===== src/rtl/asynch_tx_pkg.sv =====
// Shared types for the buffered asynchronous transmitter.
//   states_t      : transmitter FSM states
//   parity_t      : per-frame parity selection
//   decode_parity : maps the 2-bit parity_mode input onto parity_t (3 -> none)
package asynch_tx_pkg;

    typedef enum logic [2:0] {
        IDLE,
        START,
        DATA,
        PARITY,
        STOP
    } states_t;

    typedef enum logic [1:0] {
        PAR_NONE = 2'd0,
        PAR_EVEN = 2'd1,
        PAR_ODD  = 2'd2
    } parity_t;

    function automatic parity_t decode_parity(input logic [1:0] mode);
        case (mode)
            2'd1:    return PAR_EVEN;
            2'd2:    return PAR_ODD;
            default: return PAR_NONE;
        endcase
    endfunction

endpackage


===== src/rtl/asynch_transmitter_buf_baud_counter.sv =====
// Bit-period counter for the asynchronous transmitter.
// Counts 0..DIVISOR-1 and wraps; tick marks the last cycle of a bit period.
//   clk   : system clock
//   reset : synchronous, active-low
//   clear : hold the count at 0 (used while the transmitter is idle)
//   tick  : high while the count equals DIVISOR-1
module baud_counter #(
    parameter int DIVISOR = 10417,
    parameter int CW      = $clog2(DIVISOR)
) (
    input  logic clk,
    input  logic reset,
    input  logic clear,
    output logic tick
);

    localparam logic [CW-1:0] LAST = CW'(DIVISOR - 1);

    logic [CW-1:0] cnt_q, cnt_d;

    assign tick = (cnt_q == LAST);

    always_comb begin
        cnt_d = cnt_q + 1'b1;
        if (clear || tick) cnt_d = '0;
    end

    always_ff @(posedge clk) begin
        if (!reset) cnt_q <= '0;
        else        cnt_q <= cnt_d;
    end

endmodule


===== src/rtl/asynch_transmitter_buf.sv =====
// Buffered asynchronous serial transmitter.
// A one-deep holding register decouples the byte source from the line so
// consecutive frames leave back-to-back. Frame: start, D data bits LSB first,
// optional parity, 1 or 2 stop bits; each bit lasts DIVISOR clocks.
//   clk         : system clock
//   reset       : synchronous, active-low
//   send        : request, accepted when rdy=1
//   data        : frame payload, captured on acceptance
//   parity_mode : 0/3 none, 1 even, 2 odd; captured with data
//   two_stop    : 1 = two stop bits; captured with data
//   txd         : registered serial line, idles high
//   rdy         : holding register empty
//   sending     : a frame is on the line
module asynch_transmitter_buf
    import asynch_tx_pkg::*;
#(
    parameter int D       = 8,
    parameter int DIVISOR = 10417,
    parameter int CW      = $clog2(DIVISOR)
) (
    input  logic         clk,
    input  logic         reset,
    input  logic         send,
    input  logic [D-1:0] data,
    input  logic [1:0]   parity_mode,
    input  logic         two_stop,
    output logic         txd,
    output logic         rdy,
    output logic         sending
);

    // Shifter padded to a power of two so the bit index selects it without
    // any out-of-range values.
    localparam int IW = $clog2(D) + 1;
    localparam int SW = 1 << IW;
    localparam logic [IW-1:0] LAST_IDX = IW'(D - 1);

    states_t        state_q;
    logic           hold_valid_q;
    logic [D-1:0]   hold_data_q;
    parity_t        hold_par_q;
    logic           hold_two_q;
    logic [SW-1:0]  shift_q;
    parity_t        par_q;
    logic           two_q;
    logic           stop2_q;     // first of two stop bits already sent
    logic [IW-1:0]  idx_q;
    logic           txd_q;

    logic           tick;
    logic           accept;
    logic           last_stop;
    logic           load;
    logic [IW-1:0]  idx_d;
    logic           par_bit;

    baud_counter #(.DIVISOR(DIVISOR), .CW(CW)) u_baud (
        .clk   (clk),
        .reset (reset),
        .clear (state_q == IDLE),
        .tick  (tick)
    );

    assign rdy       = !hold_valid_q;
    assign sending   = (state_q != IDLE);
    assign txd       = txd_q;
    assign accept    = send && !hold_valid_q;
    assign last_stop = (state_q == STOP) && tick && (!two_q || stop2_q);
    assign load      = hold_valid_q && ((state_q == IDLE) || last_stop);
    assign idx_d     = idx_q + 1'b1;
    assign par_bit   = (par_q == PAR_ODD) ? ~^shift_q : ^shift_q;

    // txd_q is always written with the value belonging to the state being
    // entered, so the line changes on the same edge as the state.
    always_ff @(posedge clk) begin
        if (!reset) begin
            state_q      <= IDLE;
            hold_valid_q <= 1'b0;
            hold_data_q  <= '0;
            hold_par_q   <= PAR_NONE;
            hold_two_q   <= 1'b0;
            shift_q      <= '0;
            par_q        <= PAR_NONE;
            two_q        <= 1'b0;
            stop2_q      <= 1'b0;
            idx_q        <= '0;
            txd_q        <= 1'b1;
        end else begin
            if (accept) begin
                hold_valid_q <= 1'b1;
                hold_data_q  <= data;
                hold_par_q   <= decode_parity(parity_mode);
                hold_two_q   <= two_stop;
            end else if (load) begin
                hold_valid_q <= 1'b0;
            end

            if (load) begin
                shift_q <= SW'(hold_data_q);
                par_q   <= hold_par_q;
                two_q   <= hold_two_q;
                stop2_q <= 1'b0;
            end

            case (state_q)
                IDLE: begin
                    if (load) begin
                        state_q <= START;
                        txd_q   <= 1'b0;
                    end else begin
                        txd_q   <= 1'b1;
                    end
                end
                START: begin
                    if (tick) begin
                        state_q <= DATA;
                        idx_q   <= '0;
                        txd_q   <= shift_q[0];
                    end
                end
                DATA: begin
                    if (tick) begin
                        if (idx_q == LAST_IDX) begin
                            if (par_q != PAR_NONE) begin
                                state_q <= PARITY;
                                txd_q   <= par_bit;
                            end else begin
                                state_q <= STOP;
                                txd_q   <= 1'b1;
                            end
                        end else begin
                            idx_q <= idx_d;
                            txd_q <= shift_q[idx_d];
                        end
                    end
                end
                PARITY: begin
                    if (tick) begin
                        state_q <= STOP;
                        txd_q   <= 1'b1;
                    end
                end
                STOP: begin
                    if (tick) begin
                        if (!last_stop) begin
                            stop2_q <= 1'b1;
                        end else if (load) begin
                            state_q <= START;
                            txd_q   <= 1'b0;
                        end else begin
                            state_q <= IDLE;
                            txd_q   <= 1'b1;
                        end
                    end
                end
                default: begin
                    state_q <= IDLE;
                    txd_q   <= 1'b1;
                end
            endcase
        end
    end

endmodule


===== config.mk =====
export PLATFORM = sky130hd
export DESIGN_NAME = asynch_transmitter_buf
export DESIGN_NICKNAME = d
export VERILOG_FILES = /design/src/rtl/asynch_tx_pkg.sv /design/src/rtl/asynch_transmitter_buf_baud_counter.sv /design/src/rtl/asynch_transmitter_buf.sv
export SDC_FILE = /design/constraint.sdc
export NUM_CORES = 1
export LEC_CHECK = 0
export ABC_CLOCK_PERIOD_IN_PS = 2300
export CORE_UTILIZATION = 40
export DETAILED_ROUTE_END_ITERATION = 16
export DONT_BUFFER_PORTS = 1
export PLACE_DENSITY = 0.62
export SYNTH_ARGS = -nofsm -noshare
export SYNTH_HDL_FRONTEND = slang
export SYNTH_SLANG_ARGS = --single-unit

===== constraint.sdc =====
create_clock -name clk -period 2.3 [get_ports clk]
set_input_delay 0.23 -clock clk [delete_from_list [all_inputs] [get_ports clk]]
set_output_delay 0.23 -clock clk [all_outputs]
set_load 0.02 [all_outputs]

# Yosys cells after proc, flatten, opt, wreduce, memory -nomap -nowiden
# Index checks and enable logic that the tools add are counted.
word_totals:
  register_bits: 46
  in_bits: 14
  output_inout_bits: 3
  word_cells: 86
classes:
  add_sub_neg: 2
  n_lt_le_gt_ge: 1
  n_eq_ne: 17
  n_mux: 33
  bitwise_logic: 1
  n_reduce_logical: 20
op_table:
  columns: ["cell", "n"]
  rows:
  - ["2-to-1 mux 3 bit", 8]
  - ["2-to-1 mux 1 bit", 17]
  - ["inequality test 2 bit (second input constant)", 8]
  - ["XNOR reduction 16 bit", 1]
  - ["XOR reduction 16 bit", 1]
  - ["one-hot mux 3 bit (5 select lines)", 1]
  - ["adder 14 x 1 -> 14 bit (second input constant)", 1]
  - ["equality test 14 bit (second input constant)", 1]
  - ["2-to-1 mux 4 bit", 3]
  - ["one-hot mux 4 bit (2 select lines)", 1]
  - ["AND reduction 7 bit", 1]
  - ["equality test 3 x 2 -> 1 bit (second input constant)", 2]
  - ["nonzero test 2 bit", 3]
  - ["less-than comparator 4 x 5 -> 1 bit (second input constant)", 1]
  - ["one-hot mux 1 bit (5 select lines)", 1]
  - ["AND reduction 5 bit", 1]
  - ["adder 4 x 1 -> 4 bit (second input constant)", 1]
  - ["binary-select mux 1 bit (select 4 bit)", 1]
  - ["equality test 2 bit (second input constant)", 2]
  - ["equality test 4 x 3 -> 1 bit (second input constant)", 1]
  - ["logical AND 1 bit", 4]
  - ["one-hot mux 2 bit (2 select lines)", 1]
  - ["AND reduction 4 bit", 1]
  - ["equality test 3 x 1 -> 1 bit (second input constant)", 1]
  - ["8 further kinds", 11]

# Longest topological paths before layout
logic_depth:
  depth_word: 9
  ltp_mapped: 9
  ltp_nobuf: 7

# Hierarchy
# From an unflattened synthesis, not the netlist that was laid out.
unflattened:
  cells_unflattened: 249
  hier_area_um2: 2283.4
modules_own_cells:
  columns: ["mod", "instances", "cells_each", "area_each_um2", "seq_area_each_um2"]
  rows:
  - ["asynch_transmitter_buf", 1, 177, 1630.3, 640.6]
  - ["baud_counter", 1, 72, 653.1, 280.3]

# Worst setup path after synthesis
# OpenSTA, ideal clock, no wires.
synth_timing:
  path_kind: "flip-flop to flip-flop"
  start: "reg u_baud.cnt_q[0]"
  end: "reg idx_q[3]"
  setup_time_ps: 70
  arrival_ps: 2409
  t_required_ps: 2230
  path_slack_ps: -179
  stages_incl_launch_ff: 9
  path_buffers: 1
  synth_period_minus_slack_ps: 2479
  cell_sequence: "dfxtp_1 > inv_1 > ha_1 > or4b_1 > or4_1 > buf_2 > or3_4 > or3_1 > a21boi_1"
synth_via:
  elab_chain_cells: 3
  elab_cells_between_ends: 4
  cone_classes: "eq/ne (3); reduce/logical (1)"
synth_rtl:
  columns: ["element", "line", "source"]
  rows:
  - ["start: declaration", "asynch_transmitter_buf_baud_counter.sv:19", "logic [CW-1:0] cnt_q, cnt_d;"]
  - ["start signal: assignment", "asynch_transmitter_buf_baud_counter.sv:30", "else cnt_q <= cnt_d;"]
  - ["equality test 14 bit (*)", "asynch_transmitter_buf_baud_counter.sv:21", "assign tick = (cnt_q == LAST);"]
  - ["inequality test 2 bit (no line)", null, null]
  - ["AND reduction 4 bit (no line) (*)", null, null]
  - ["end signal: assignment", "asynch_transmitter_buf.sv:132", "idx_q <= idx_d;"]
  - ["end: declaration", "asynch_transmitter_buf.sv:47", "logic [IW-1:0] idx_q;"]
# Every way passes the cells marked *; elsewhere a longest branch is shown, timed or not.
# A chain may end at the register's enable or synchronous reset.

# Final worst setup path
# Ends and elaborated chain as after synthesis.

==> metrics <==
status=finished with violations; failing checks=setup timing; slew of the pin with the lowest slew margin=0.668 ns; WL per Instance=13.1 um; Final nets=305; Post-Route Setup TNS=-0.0104 ns; Worst Path Required=2.53 ns; clock sinks=46; slowest cell on the critical path=or4_4; H-tree levels=2; Hold Buf Count CTS=0; clk_skew=about 0.0085 ns; Top delay family on crit path=simple AND/OR/NAND/NOR gates; DR vias=roughly 1,900; Worst Path Max Fanout=6; FMAX=0.433 GHz; Final setup viols=1; worst-path cell chain=inv_2, ha_4, or4b_4, or4_4, or3_4, or3_1, a21boi_1; combinational share of power=0.232; sequential share of power=0.427; fraction of layout cells with a size suffix above 1=0.187; final WL=between 4000 and 5000 um; clock buffer count from CTS=5; row count=27; max_slew headroom=0.553; global-route wire length before repair=8110 um; predominant post-synthesis flop cell=dfxtp_1; worst setup margin=-0.0104 ns; via/cell ratio=5.21; vias in the first global route=about 1,800; Worst Setup Path Type=reg2reg; Synth Area per Inst=8.34 sq um; grt ovf=0; Post-synth EDFFs=0; Leak=0.956 nW; die height=about 80 um; IO buf count=0; DRT Pass-1 Iters=5; DRC violations left=0; antenna viol nets, final=0; Worst EP arrival=2.55 ns; P_int=around 1.5 mW; DIE WIDTH=approximately 78 um; crit end category=flop; fin crit share=1.00; FF+latch count, synth=46; Reg clk slew, reported paths=about 0.09 ns; Post-synth ARST share=0; switching share of power=0.290; Max Cap Viol=0; CTS tree=done; Startpoint Class=flop; clock root cell=clkbuf_8; crit path buf inv count=1; Mapped Area=2310 sq um; Placer Congestion=0.748; Seq/Total Area, Yosys=0.398; unrepaired setup endpoints after global routing=true; worst vdd ir=approximately 0.45 mV; Detailed Route Iter0 Violations=68; GRT Util Overall=0.166; largest net degree at the start of global routing=38; yosys warns=0; Psw=627 uW; Syn Nets=slightly below 300; io pins=17; Tightest Hold Check Type=in2reg; P&R area growth vs syn=19.2%; dpl hpwl=3180 um; core footprint=roughly 5500 sq um; Starting Density=0.417; total power after layout=roughly 2.2 mW; Pwr per Cell Area=around 780 nW/um^2; final max-slew violation count=0; clk buf depth=2; Clk network pwr share=0.341; Unique masters post-synth=43; initial antenna violation count=0; Ant. Diodes=0; Largest stage delay, worst path=between 0.4 and 0.5 ns; Die Area=about 6100 sq um; Gate Count Post-Synth=277; minimum clock period=approximately 2.3 ns; final hold viol count=0; pre-CTS setup slack=-0.0971 ns; clk_lat worst skew=~0.3 ns; fillers=558
-- Yosys cell counts (2+ instances only) --
library cell / count / area (sq um)
nand2_1: 33 / 124
o22ai_1: 2 / 12.5
nor3_1: 3 / 15.0
or3_1: 2 / 12.5
nand4_1: 2 / 12.5
buf_2: 2 / 10.0
clkbuf_1: 16 / 60.1
xnor2_1: 16 / 140
or4b_1: 2 / 20.0
mux2i_1: 3 / 30.0
and3_1: 4 / 25.0
a21boi_0: 25 / 188
nor4b_1: 2 / 17.5
nand3_1: 19 / 95.1
o21ai_0: 17 / 85.1
ha_1: 3 / 37.5
mux4_2: 2 / 45.0
xor2_1: 5 / 43.8
nand3b_1: 4 / 30.0
nand2b_1: 3 / 18.8
inv_1: 8 / 30.0
nor2_1: 26 / 97.6
nor2b_1: 4 / 25.0
o21a_1: 5 / 37.5
a21oi_1: 6 / 30.0
dfxtp_1: 46 / 921
-- logic make-up after synthesis --
family          Yosys count  share of synthesized area
compound gates           63                      0.184
xor+xnor                 21                     0.0796
fa+ha+maj                 3                     0.0162
buf+inv                  26                     0.0433
flops                    46                      0.398
mux                       6                     0.0374
simple gates            112                      0.241
-- through the flow --
| stage | util | hold slack [ns] | cell area [sq um] | instances |
|---|---|---|---|---|
| after floorplan | - | 0.375 | 2320 | 277 |
| after global placement | 0.449 | 0.363 | 2490 | 350 |
| after detailed placement | 0.449 | 0.357 | 2490 | 350 |
| after CTS | 0.478 | 0.0408 | 2650 | 359 |
| after global routing | 0.497 | 0.0358 | 2750 | 361 |
| final | 0.497 | 0.0617 | 2750 | 361 |
-- path summary, 6_finish.rpt --
| kind | from | endpoint | slack (ns) | cells after the start |
|---|---|---|---|---|
| setup reg to reg | u_baud.cnt_q[0] | idx_q[3] | -0.01 | 7 |
| hold / removal | reset | txd | 0.06 | 1 |
| hold reg to reg | hold_data_q[1] | hold_data_q[1] | 0.47 | 2 |
| setup / recovery | u_baud.cnt_q[0] | idx_q[3] | -0.01 | 7 |
-- worst reg2reg max path: cells and delay by family (launching register included) --
kind,cells,cell delay [ns]
flip-flops,1,0.33
buffers and inverters,1,0.06
AO/OA/AOI/OAI,1,0.13
adder cells (fa/ha/maj),1,0.12
AND/OR/NAND/NOR,4,1.62
-- state kept, by name, summed over array words and instances, names as in the netlist --
signal	cells
u_baud.cnt_q	14
hold_data_q	8
shift_q	8
idx_q	4
state_q	3
hold_par_q	2
par_q	2
hold_two_q	1
hold_valid_q	1
stop2_q	1
two_q	1
txd	1
-- metal layers --
layer  up-vias  share of wire  global-route usage
met5         -              0                   0
met1       871           0.51               0.221
li1        975              -                   -
met3         2          0.046              0.0430
met4         0         0.0029              0.0389
met2        33           0.45               0.271
-- layout make-up --
cell class                      instances  area, sq um  share of cell area
Multi-Input combinational cell        205         1370               0.499
Sequential cell                        46          925               0.336
Timing Repair Buffer                   22          193              0.0700
Tap cell                               72         90.1              0.0327
Clock buffer                            6         82.6              0.0300
Clock inverter                          2         60.1              0.0218
Inverter                                8         30.0              0.0109
-- cells in the final DEF, fill, tap and decap left out, types with 3 or more instances in the layout --
cell,netlist,routed
nand3b_1,4,4
o21ai_0,17,11
inv_1,8,6
nor2_1,26,25
nor2b_1,4,4
mux2i_1,3,3
dfxtp_1,46,43
clkbuf_8,0,6
xnor2_1,16,16
a21boi_0,25,15
buf_6,0,4
nand3_2,0,3
nand2_1,33,33
and3_1,4,4
nor3_1,3,3
dfxtp_2,0,3
a21oi_1,6,6
nand2b_1,3,3
buf_4,0,17
a21boi_1,1,9
o21ai_1,0,5
nand3_1,19,16
xor2_1,5,5
o21a_1,5,4
-- power groups by stage --
stage	clock network, mW	registers [mW]	logic (mW)
floorplan	0	0.906	0.371
detailed placement	0	0.936	0.458
global placement	0	0.935	0.460
CTS	0.756	0.917	0.468
global route	0.794	0.932	0.559
finish	0.737	0.921	0.501
-- repair_timing --
action / in CTS / in global routing
setup buffers: 0 / 2
endpoints found under the setup margin: 16 / 19
gates cloned: 1 / 0
pin swaps: 0 / 3
gates resized for setup: 5 / 37
Note: power is estimated with default switching activity, not from simulation.
